`src/rtl/img_stream_loader.sv`:
```
// img_stream_loader: packs a byte-serial pixel stream into 32-bit words in memory, then hands off to the accelerator
module img_stream_loader #(
  parameter int          IMG_W     = 352,
  parameter int          IMG_H     = 288,
  parameter logic [15:0] BASE_ADDR = 16'd0,
  parameter int          N_WORDS   = IMG_W * IMG_H / 4
) (
  input  logic        clk,
  input  logic        reset,
  input  logic        load,
  input  logic [7:0]  pix_in,
  input  logic        pix_valid,
  output logic        pix_ready,
  output logic [15:0] addr,
  output logic [31:0] dataW,
  output logic        en,
  output logic        we,
  output logic        acc_start,
  input  logic        acc_finish,
  output logic        busy,
  output logic        done
);

  localparam logic [15:0] LAST = 16'(N_WORDS - 1);

  typedef enum logic [1:0] {IDLE, FILL, RUN, DONE} state_t;

  state_t      state, state_nx;
  logic [1:0]  lane;
  logic [15:0] word_cnt;
  logic [23:0] pack;
  logic [31:0] wr_data;
  logic        write_pend;
  logic        last_wr;
  logic        accept;

  assign we     = en;
  assign busy   = state != IDLE;
  assign addr   = BASE_ADDR + word_cnt;
  assign dataW  = wr_data;
  assign accept = pix_valid && pix_ready;

  // state register
  always_ff @(posedge clk or negedge reset)
    if (!reset) state <= IDLE;
    else state <= state_nx;

  // next state and handshake/memory/accelerator controls
  always_comb begin
    state_nx  = state;
    pix_ready = 1'b0;
    en        = 1'b0;
    acc_start = 1'b0;
    done      = 1'b0;
    last_wr   = write_pend && word_cnt == LAST;
    case (state)
      IDLE: state_nx = load ? FILL : IDLE;
      FILL: begin
        pix_ready = !last_wr;
        en        = write_pend;
        state_nx  = last_wr ? RUN : FILL;
      end
      RUN: begin
        acc_start = 1'b1;
        state_nx  = acc_finish ? DONE : RUN;
      end
      DONE: begin
        done     = 1'b1;
        state_nx = IDLE;
      end
    endcase
  end

  // pixel packing: earlier lanes shift down so lane 0 ends up in the low byte
  always_ff @(posedge clk or negedge reset)
    if (!reset) begin
      lane       <= '0;
      word_cnt   <= '0;
      pack       <= '0;
      wr_data    <= '0;
      write_pend <= 1'b0;
    end else begin
      if (state == IDLE && load) begin
        lane     <= '0;
        word_cnt <= '0;
      end
      if (en) begin
        write_pend <= 1'b0;
        word_cnt   <= word_cnt + 16'd1;
      end
      if (accept) begin
        lane <= lane + 2'd1;
        pack <= {pix_in, pack[23:8]};
        if (lane == 2'd3) begin
          wr_data    <= {pix_in, pack};
          write_pend <= 1'b1;
        end
      end
    end

endmodule
```
`config.mk`:
```
export PLATFORM = sky130hd
export DESIGN_NAME = img_stream_loader
export DESIGN_NICKNAME = d
export VERILOG_FILES = /design/src/rtl/img_stream_loader.sv
export SDC_FILE = /design/constraint.sdc
export NUM_CORES = 1
export LEC_CHECK = 0
export ABC_AREA = 0
export CAP_MARGIN = 0
export CORE_MARGIN = 5
export CORE_UTILIZATION = 43
export DETAILED_ROUTE_END_ITERATION = 10
export GPL_TIMING_DRIVEN = 0
export MAX_ROUTING_LAYER = met4
export PLACE_DENSITY = 0.68
export SYNTH_ARGS = -nofsm -noshare
export SYNTH_HDL_FRONTEND = slang
export SYNTH_SLANG_ARGS = --single-unit
```
`constraint.sdc`:
```
create_clock -name clk -period 2.2 [get_ports clk]
set_input_delay 0.33 -clock clk [delete_from_list [all_inputs] [get_ports clk]]
set_output_delay 0.33 -clock clk [all_outputs]
set_load 0.02 [all_outputs]
```
==> summary.txt, run 1 <==
Critical path
  • Slowest cell on crit path: or4b_4
  • Critical Path End Type: output pin
  • Delay of the slowest critical-path stage: 500 ps
  • CP Max Fanout: 6
  • Req. time, crit path: ~1900 ps
  • Worst setup SP type: register
  • Crit path arrival time: about 1800 ps
  • Crit-path cells: or4b_4 > and4bb_4 > nor2_1 > buf_2
  • CP Class: register to output pin
  • Reg2Reg Depth: 7

Placed design
  • Placed cell areas: approximately 4300 µm²
  • Pre-CTS setup slack: -163 ps
  • I/O Buffers: 66
  • Detailed Place HPWL: 4.72 mm
  • Gpl congestion: around 0.86

Global route
  • Antenna violations before repair: 0
  • Largest net degree at the start of global routing: 54
  • Vias in the first global route: between 2000 and 2500
  • Overall global routing resource usage: between 10% and 20%
  • Total gr overflow: 0
  • First-pass GRT wire length: roughly 12 mm

Power
  • Pwr per Cell Area: about 1200 nW/µm²
  • Leak: 2.05 nW
  • Peak VDD IR: 0.000515 V
  • Total Power: 5.66 mW

Timing
  • Setup TNS Final: 0 ps
  • Post-route minimum period: about 2100 ps
  • Worst Skew: between 7 and 8 ps
  • Slew Viols, Final: 0
  • Slew headroom: between 60% and 70%
  • Max Freq: approximately 470 MHz
  • Final worst setup slack: approximately 66 ps
  • Worst Tran Pin Value: approximately 470 ps
  • Period utilization: 97.0%
  • Final hold viol count: 0
  • RSZ-0062 raised after global routing: no
  • Final setup violation count: 0

Routing
  • Residual DRC: 0
  • DR WL/cell: 16.0 µm
  • 1st-iter DRT viols: approximately 70
  • Via density: between 5 and 6
  • Wirelength, routed: 6.93 mm
  • Total number of vias: about 2200
  • DR pass1 iterations: 4
  • Routed Antenna Nets: 0

Synth
  • Synthesized Nets: 251
  • Post-synthesis register bit count: 77
  • Mapped cell area: between 3000 and 4000 µm²
  • Syn Area/Cell: about 15 µm²
  • Syn Inst Count: 236
  • Register area share after synthesis: 55.6%
  • Synth cell types: 40
  • Yosys Warn Count: 0

Clock network
  • CTS tree: done
  • Maximum root-to-sink buffer count: 2
  • Worst-Skew Late Latency: 330 ps
  • H-tree depth: 3
  • Clock root buffer: clkbuf_8
  • CTS clk-pin slew, worst paths: about 80 ps
  • Num CTS Buffers: 9
  • CTS Sinks: between 70 and 80

Status
  • Status: finished, final reports clean

Cells and area
  • Commonest non-fill, non-tap cells in the layout: 76 x dfrtp_1, 62 x clkdlybuf4s50_1, 47 x mux2_4
  • Diode count: 0
  • Area Growth Syn to Fin: 33.5%
  • Post-route cell area: ~4600 µm²
  • Nets@finish: 340
  • Most common cell after layout, fill and taps aside: dfrtp_1
  • Share of cells above drive strength 1: a little under a third

Die
  • Die W: 99.8 µm
  • Die H: between 90 and 100 µm
  • I/O pins: between 60 and 70
  • Die area: between 9000 and 10000 µm²
  • Core area: just under 8000 µm²
  • Row Count: 32
  • Starting Density: 44.4%

Worst hold path
  • Hold/Removal Path Class: input pin to asynchronous set/reset pin

Job
  • Maxcap violations: 0
## stage by stage
stage | hold slack [ps] | cells | utilization, %
finish | 467 | 432 | 59.3
global placement | 474 | 404 | 54.5
floorplan | 34.4 | 236 | -
CTS | 461 | 430 | 58.9
global route | 480 | 432 | 59.3
detailed placement | 265 | 405 | 54.8
## critical path, delay by kind of cell (launching register included)
family                 cells  cell delay, ps
DFF                        1             430
and+or+nand+nor            3             880
buffers and inverters      1             160
## metal layers
metal  track usage [%]  wire length [µm]
met1              21.1              3350
met2              22.6              3200
met3              2.85               330
met4              4.62                53
met5                 -                 0
## kinds of logic after synthesis
group | count (synthesis) | synth area share, %
flops | 77 | 55.6
mux | 59 | 24.2
simple gates | 47 | 8.52
compound gates | 34 | 6.28
buf+inv | 17 | 4.73
fa+ha+maj | 2 | 0.722
## sequential cells by signal, indices dropped and copies added (netlist names), named ones only
signal	flops
dataW	32
write_pend	1
state	1
word_cnt	16
pack	24
lane	2
## repair_timing
| action | CTS | global route |
|---|---|---|
| pin swaps | 3 | 1 |
| resized for setup | 7 | 4 |
| endpoints found under the hold margin | 24 | 0 |
| setup buffers | 9 | 2 |
| hold buffers | 1 | 0 |
| setup endpoints to repair | 50 | 55 |
## synthesized netlist by cell type
cell / instances / area [µm²]
o211ai_1: 3 / 22.5
or2_2: 1 / 6.26
nor3b_4: 1 / 18.8
and4_2: 1 / 10.0
buf_6: 2 / 22.5
nand3b_1: 1 / 7.51
ha_1: 2 / 25.0
o21ai_0: 13 / 65.1
nand4bb_1: 1 / 11.3
o32ai_1: 1 / 8.76
nor3_4: 1 / 16.3
and4_1: 3 / 26.3
a211oi_1: 1 / 7.51
nand3_1: 7 / 35.0
mux2_4: 47 / 706
nand2_1: 15 / 56.3
buf_12: 5 / 100
a31oi_1: 3 / 18.8
inv_1: 4 / 15.0
a21oi_1: 2 / 10.0
and4bb_4: 1 / 16.3
dfrtp_1: 77 / 1930
o22ai_1: 1 / 6.26
a22o_1: 1 / 8.76
o41ai_1: 1 / 8.76
a21o_1: 2 / 15.0
and3_1: 1 / 6.26
or4b_1: 1 / 10.0
nand4_1: 2 / 12.5
or3b_2: 1 / 8.76
and3_2: 1 / 7.51
buf_4: 1 / 7.51
nor2_1: 4 / 15.0
mux2i_1: 3 / 30.0
and2_1: 4 / 25.0
clkbuf_1: 5 / 18.8
o31ai_1: 5 / 37.5
mux2_2: 9 / 101
nor4_1: 1 / 6.26
o311ai_0: 1 / 8.76
## final cells by class
| type | instances | area (µm²) |
|---|---|---|
| fillers | 635 | 3180 |
| clock inverters | 6 | 87.6 |
| clock buffers | 10 | 128 |
| well taps | 102 | 128 |
| inverters | 4 | 17.5 |
| plain buffers | 12 | 145 |
| flip-flops and latches | 77 | 1930 |
| repair buffers | 79 | 816 |
| multi-input cells | 142 | 1380 |
## report_power, final
part,internal [mW],switching [mW]
clock,0.640,0.506
sequential,1.86,0.299
combinational,1.38,0.979
## worst paths after layout
path | start | end | slack, ps
max reg2reg | word_cnt[12]$_DFFE_PN0P_ | dataW[22]$_DFFE_PN0P_ | 70
max | word_cnt[12]$_DFFE_PN0P_ | pix_ready | 70
max in group asynchronous | reset | word_cnt[9]$_DFFE_PN0P_ | 1150
min | reset | dataW[13]$_DFFE_PN0P_ | 470
min reg2reg | lane[0]$_DFFE_PN0P_ | lane[0]$_DFFE_PN0P_ | 490
min in group clk | lane[0]$_DFFE_PN0P_ | lane[0]$_DFFE_PN0P_ | 490
Power figures use the tool's default switching activity.
==> inputs of run 2 (changes only) <==
CORE_MARGIN = 2   (was 5)
==> run 2 against run 1 <==
Compared with the run above: clock skew up 3.4 ps; critical path depth up 3; critical path type is now register to register; sequential share of layout area about the same; wire length down 0.26%; register-to-register slack worse by 30 ps.
==> summary.txt, run 2 (synthesis results as in run 1) <==
Critical path
  • Crit path arrival time: 2390 ps
  • Reg-to-reg setup timing slack: between 30 and 40 ps
  • Slowest cell on crit path: or4b_4
  • Crit-path cells: or4b_4 > and4bb_4 > buf_6 > nor3b_4 > buf_4 > buf_12 > mux2_4
  • Delay of the slowest critical-path stage: about 530 ps
  • Reg2Reg Depth: 7
  • CP Class: register to register
  • CP Max Fanout: 10
  • Worst r2r src: word_cnt[10]$_DFFE_PN0P_
  • Critical Path End Type: register
  • Req. time, crit path: about 2400 ps
  • Worst R2R End: pack[16]$_DFFE_PN0P_
  • Worst setup SP type: register

Worst hold path
  • Hold/Removal Path Class: input pin to asynchronous set/reset pin

Die
  • I/O pins: between 60 and 70
  • Die H: 93.8 µm
  • Row Count: 32
  • Starting Density: about 45%
  • Core area: approximately 8000 µm²
  • Die W: between 90 and 100 µm
  • Die area: approximately 9000 µm²

Power
  • Clock share of power: about a fifth
  • Flop pwr share: a little under two fifths
  • Peak VDD IR: 0.000424 V
  • Combinational share of power: roughly 41%
  • Switching share of power: roughly a third
  • Internal power: 3.87 mW
  • Leak: 2.05 nW
  • Psw: between 1.5 and 2 mW
  • Pwr per Cell Area: 1220 nW/µm²
  • Total Power: 5.67 mW

Placed design
  • Pre-CTS setup slack: -198 ps
  • Gpl congestion: roughly 0.8
  • Detailed Place HPWL: roughly 4.6 mm
  • I/O Buffers: between 60 and 70
  • Placed cell areas: 4280 µm²

Cells and area
  • Largest register FFs: 32
  • Share of cells above drive strength 1: between 30% and 40%
  • Commonest non-fill, non-tap cells in the layout: 77 x dfrtp_1, 62 x clkdlybuf4s50_1, 47 x mux2_4
  • Nets@finish: between 300 and 400
  • Diode count: 0
  • Final Core Density: between 50 and 60%
  • Post-route cell area: ~4600 µm²
  • Most common cell after layout, fill and taps aside: dfrtp_1
  • Area Growth Syn to Fin: 33.5%

Timing
  • Setup TNS Final: 0 ps
  • Final worst setup slack: between 30 and 40 ps
  • Slew Viols, Final: 0
  • Final setup violation count: 0
  • Max Freq: 463 MHz
  • Worst Skew: between 10 and 15 ps
  • Final hold viol count: 0
  • Period utilization: between 90% and 100%
  • Post-route minimum period: between 2000 and 2500 ps
  • Slew headroom: between 70% and 80%
  • Worst Tran Pin Value: 432 ps

Global route
  • First-pass GRT wire length: roughly 11 mm
  • Largest net degree at the start of global routing: between 60 and 70
  • Vias in the first global route: about 2300
  • Antenna violations before repair: 0
  • Total gr overflow: 0
  • Overall global routing resource usage: roughly 17%

Job
  • Maxcap violations: 0

Clock network
  • CTS Sinks: 77
  • CTS tree: done
  • Maximum root-to-sink buffer count: 2
  • Worst-Skew Late Latency: approximately 340 ps
  • H-tree depth: 3
  • Clock root buffer: clkbuf_8
  • Num CTS Buffers: 9
  • CTS clk-pin slew, worst paths: 80 ps

Routing
  • Via density: ~5.2
  • DR WL/cell: between 15 and 20 µm
  • Wirelength, routed: ~6.9 mm
  • DR pass1 iterations: 4
  • Routed Antenna Nets: 0
  • Residual DRC: 0
  • 1st-iter DRT viols: 55
  • Total number of vias: about 2200

Status
  • Status: finished, final reports clean
[run 2: changes by cell type in the layout (fill, tap and decap cells not counted)]
cell	previous run	this run
buf_12	8	7
dfrtp_1	76	77
buf_4	9	12
dfrtp_2	1	0
clkbuf_1	5	4
[run 2: worst max-delay path by stage]
stage,start,end,cells after the start
global placement,reset,word_cnt[15]$_DFFE_PN0P_,1
floorplan,word_cnt[0]$_DFFE_PN0P_,pack[10]$_DFFE_PN0P_,6
CTS,word_cnt[10]$_DFFE_PN0P_,pack[18]$_DFFE_PN0P_,7
detailed placement,load,word_cnt[2]$_DFFE_PN0P_,7
finish,word_cnt[10]$_DFFE_PN0P_,pack[16]$_DFFE_PN0P_,7
global route,word_cnt[10]$_DFFE_PN0P_,pack[19]$_DFFE_PN0P_,7
[run 2: what timing repair did]
item                                   4_1_cts  5_1_grt
setup endpoints to repair                   50       56
endpoints found under the hold margin       14        0
hold buffers                                 1        0
gates resized for setup                      8        2
buffers inserted                            11        2
cloned                                       0        0
pin swaps                                    3        1
[run 2: per-stage QoR]
| step | std cells | hold WS, ps |
|---|---|---|
| 6_report | 433 | 385 |
| 5_1_grt | 433 | 391 |
| 4_1_cts | 432 | 376 |
| 3_5_place_dp | 405 | 212 |
| 3_3_place_gp | 404 | 473 |
| 2_1_floorplan | 236 | 34.4 |
[run 2: final cells by class]
cell class	instances	area, µm²
Fill cell	668	3140
Sequential cell	77	1930
Multi-Input combinational cell	142	1380
Timing Repair Buffer	81	818
Buffer	11	141
Clock buffer	10	128
Tap cell	102	128
Clock inverter	6	87.6
Inverter	4	17.5
[run 2: critical path: cells and delay by family, from the launching register on]
| kind | cells | cell delay, ps |
|---|---|---|
| and+or+nand+nor | 3 | 900 |
| buffers and inverters | 3 | 440 |
| DFF | 1 | 400 |
| muxes | 1 | 290 |
[run 2: metal layers]
metal  vias to the layer above  routed length [µm]  global-route usage [%]
li1                       1033                   -                       -
met1                      1148                3340                    23.8
met2                        57                3230                    25.8
met3                        11                 270                    3.05
met4                         0                  74                    5.80
met5                         -                   0                       -
[run 2: power groups by stage]
stage | combinational (mW) | sequential (mW) | clock (mW)
final | 2.35 | 2.16 | 1.16
after global routing | 2.49 | 2.22 | 1.24
after CTS | 2.35 | 2.17 | 1.19
after detailed placement | 2.29 | 2.19 | 0
after global placement | 2.24 | 2.18 | 0
after floorplan | 0.955 | 2.56 | 0
==> inputs of run 3 (changes only) <==
clock period = 2.7 ns   (was 2.2 ns; I/O delays follow)
==> run 3 against run 2 <==
Compared with the run above: hold slack better by 74 ps; power is 20% lower; wire length shrank 2.9%; sequential power is 19% lower; final cell count is 2.8% lower; sequential share of layout area up 1.2 points; worst setup slack improved by 120 ps; clock power decreased by 18%.
==> summary.txt, run 3 (synthesis results as in run 1) <==
Critical path
  • CP Max Fanout: 12
  • Reg2Reg Depth: 6
  • Worst r2r src: word_cnt[0]$_DFFE_PN0P_
  • Reg-to-reg setup timing slack: ~450 ps
  • Crit path arrival time: 2140 ps
  • Critical Path End Type: output pin
  • Worst setup SP type: register
  • Critical Path End: we
  • CP Class: register to output pin
  • Req. time, crit path: 2300 ps
  • Worst R2R End: pack[20]$_DFFE_PN0P_

Routing
  • Residual DRC: 0
  • Wirelength, routed: 6.71 mm
  • Routed Antenna Nets: 0
  • DR pass1 iterations: 4
  • DR WL/cell: 15.9 µm
  • 1st-iter DRT viols: 61
  • Via density: 5.19
  • Total number of vias: 2186

Cells and area
  • Share of cells above drive strength 1: roughly 28%
  • Diode count: 0
  • Commonest non-fill, non-tap cells in the layout: 77 x dfrtp_1, 64 x clkdlybuf4s50_1, 47 x mux2_4
  • Area Growth Syn to Fin: 29.8%
  • Final Core Density: between 50 and 60%
  • Largest register FFs: 32
  • Nets@finish: between 300 and 400
  • Most common cell after layout, fill and taps aside: dfrtp_1

Timing
  • Final setup violation count: 0
  • Period utilization: a little over nine tenths
  • Max Freq: slightly below 400 MHz
  • RSZ-0062 raised after global routing: no
  • Final worst setup slack: roughly 150 ps
  • Worst Skew: 7.67 ps
  • Slew headroom: slightly above 60%
  • Hold WS: 459 ps
  • Post-route minimum period: ~2500 ps
  • Worst Tran Pin Value: about 570 ps
  • Setup TNS Final: 0 ps
  • Final hold viol count: 0
  • Slew Viols, Final: 0

Die
  • Starting Density: between 40% and 50%
  • Die area: approximately 8800 µm²
  • Core area: 7770 µm²
  • Row Count: 32
  • Die W: around 94 µm
  • Die H: approximately 94 µm
  • I/O pins: 67

Global route
  • Vias in the first global route: around 2200
  • Overall global routing resource usage: approximately 17%
  • Total gr overflow: 0
  • First-pass GRT wire length: ~11 mm
  • Largest net degree at the start of global routing: 64
  • Antenna violations before repair: 0

Placed design
  • Gpl congestion: just over 0.8
  • Detailed Place HPWL: 4.60 mm
  • I/O Buffers: 66
  • Pre-CTS setup slack: roughly 230 ps

Power
  • Pwr per Cell Area: 1010 nW/µm²
  • Peak VDD IR: between 0.0003 and 0.0004 V
  • Leak: 1.96 nW
  • Total Power: 4.56 mW

Clock network
  • Postcts setup bufs: 0
  • Worst-Skew Late Latency: ~340 ps
  • H-tree depth: 3
  • CTS tree: done
  • CTS clk-pin slew, worst paths: around 80 ps
  • Clock root buffer: clkbuf_8
  • Maximum root-to-sink buffer count: 2
  • Num CTS Buffers: 9
  • CTS Sinks: 77

Job
  • Maxcap violations: 0

Worst hold path
  • Hold/Removal Path Class: input pin to asynchronous set/reset pin

Status
  • Status: finished, final reports clean
## run 3: final cells by class
type	count	area (µm²)
buffer	12	145
clock buffer	10	128
clock inverter	6	87.6
fill	679	3270
inverter	4	15.0
multi-input combinational	142	1380
sequential	77	1930
tap	102	128
timing repair buffer	68	694
## run 3: worst min-delay path by stage
stage,startpoint,to,cells past startpoint
floorplan,reset,asynchronous set/reset pin,0
global placement,lane[0]$_DFFE_PN0P_,lane[0]$_DFFE_PN0P_,1
detailed placement,reset,dataW[13]$_DFFE_PN0P_,1
CTS,reset,dataW[20]$_DFFE_PN0P_,2
global route,reset,pack[20]$_DFFE_PN0P_,2
finish,reset,dataW[13]$_DFFE_PN0P_,2
## run 3: per-layer routing
| metal | part of all wire [%] | wire, µm | GRT usage, % | up-vias |
|---|---|---|---|---|
| li1 | - | - | - | 1014 |
| met1 | 49 | 3290 | 23.4 | 1107 |
| met2 | 46 | 3070 | 24.4 | 52 |
| met3 | 3.7 | 247 | 3.05 | 13 |
| met4 | 1.4 | 97 | 6.04 | 0 |
| met5 | 0 | 0 | - | - |
## run 3: report_power, final
part / internal (mW) / total, mW / switching [mW]
logic: 1.07 / 1.85 / 0.772
registers: 1.51 / 1.76 / 0.250
clock network: 0.521 / 0.951 / 0.430
total: 3.11 / 4.56 / 1.45
## run 3: critical path, stage by stage (launching register included)
cell             delay, ps
dfrtp_1                450
nand3b_1               250
inv_1                  320
buf_4                  170
clkdlybuf4s50_1        590
## run 3: timing repair
item,4_1_cts,5_1_grt
hold buffers,1,0
endpoints found under the setup margin,2,0
resized for setup,1,0
hold endpoints to repair,14,0
## run 3: metrics by stage
step / instance area [µm²] / cells
after floorplan: 3470 / 236
after global placement: 4250 / 404
after detailed placement: 4280 / 405
after CTS: 4500 / 421
after global routing: 4500 / 421
final: 4500 / 421
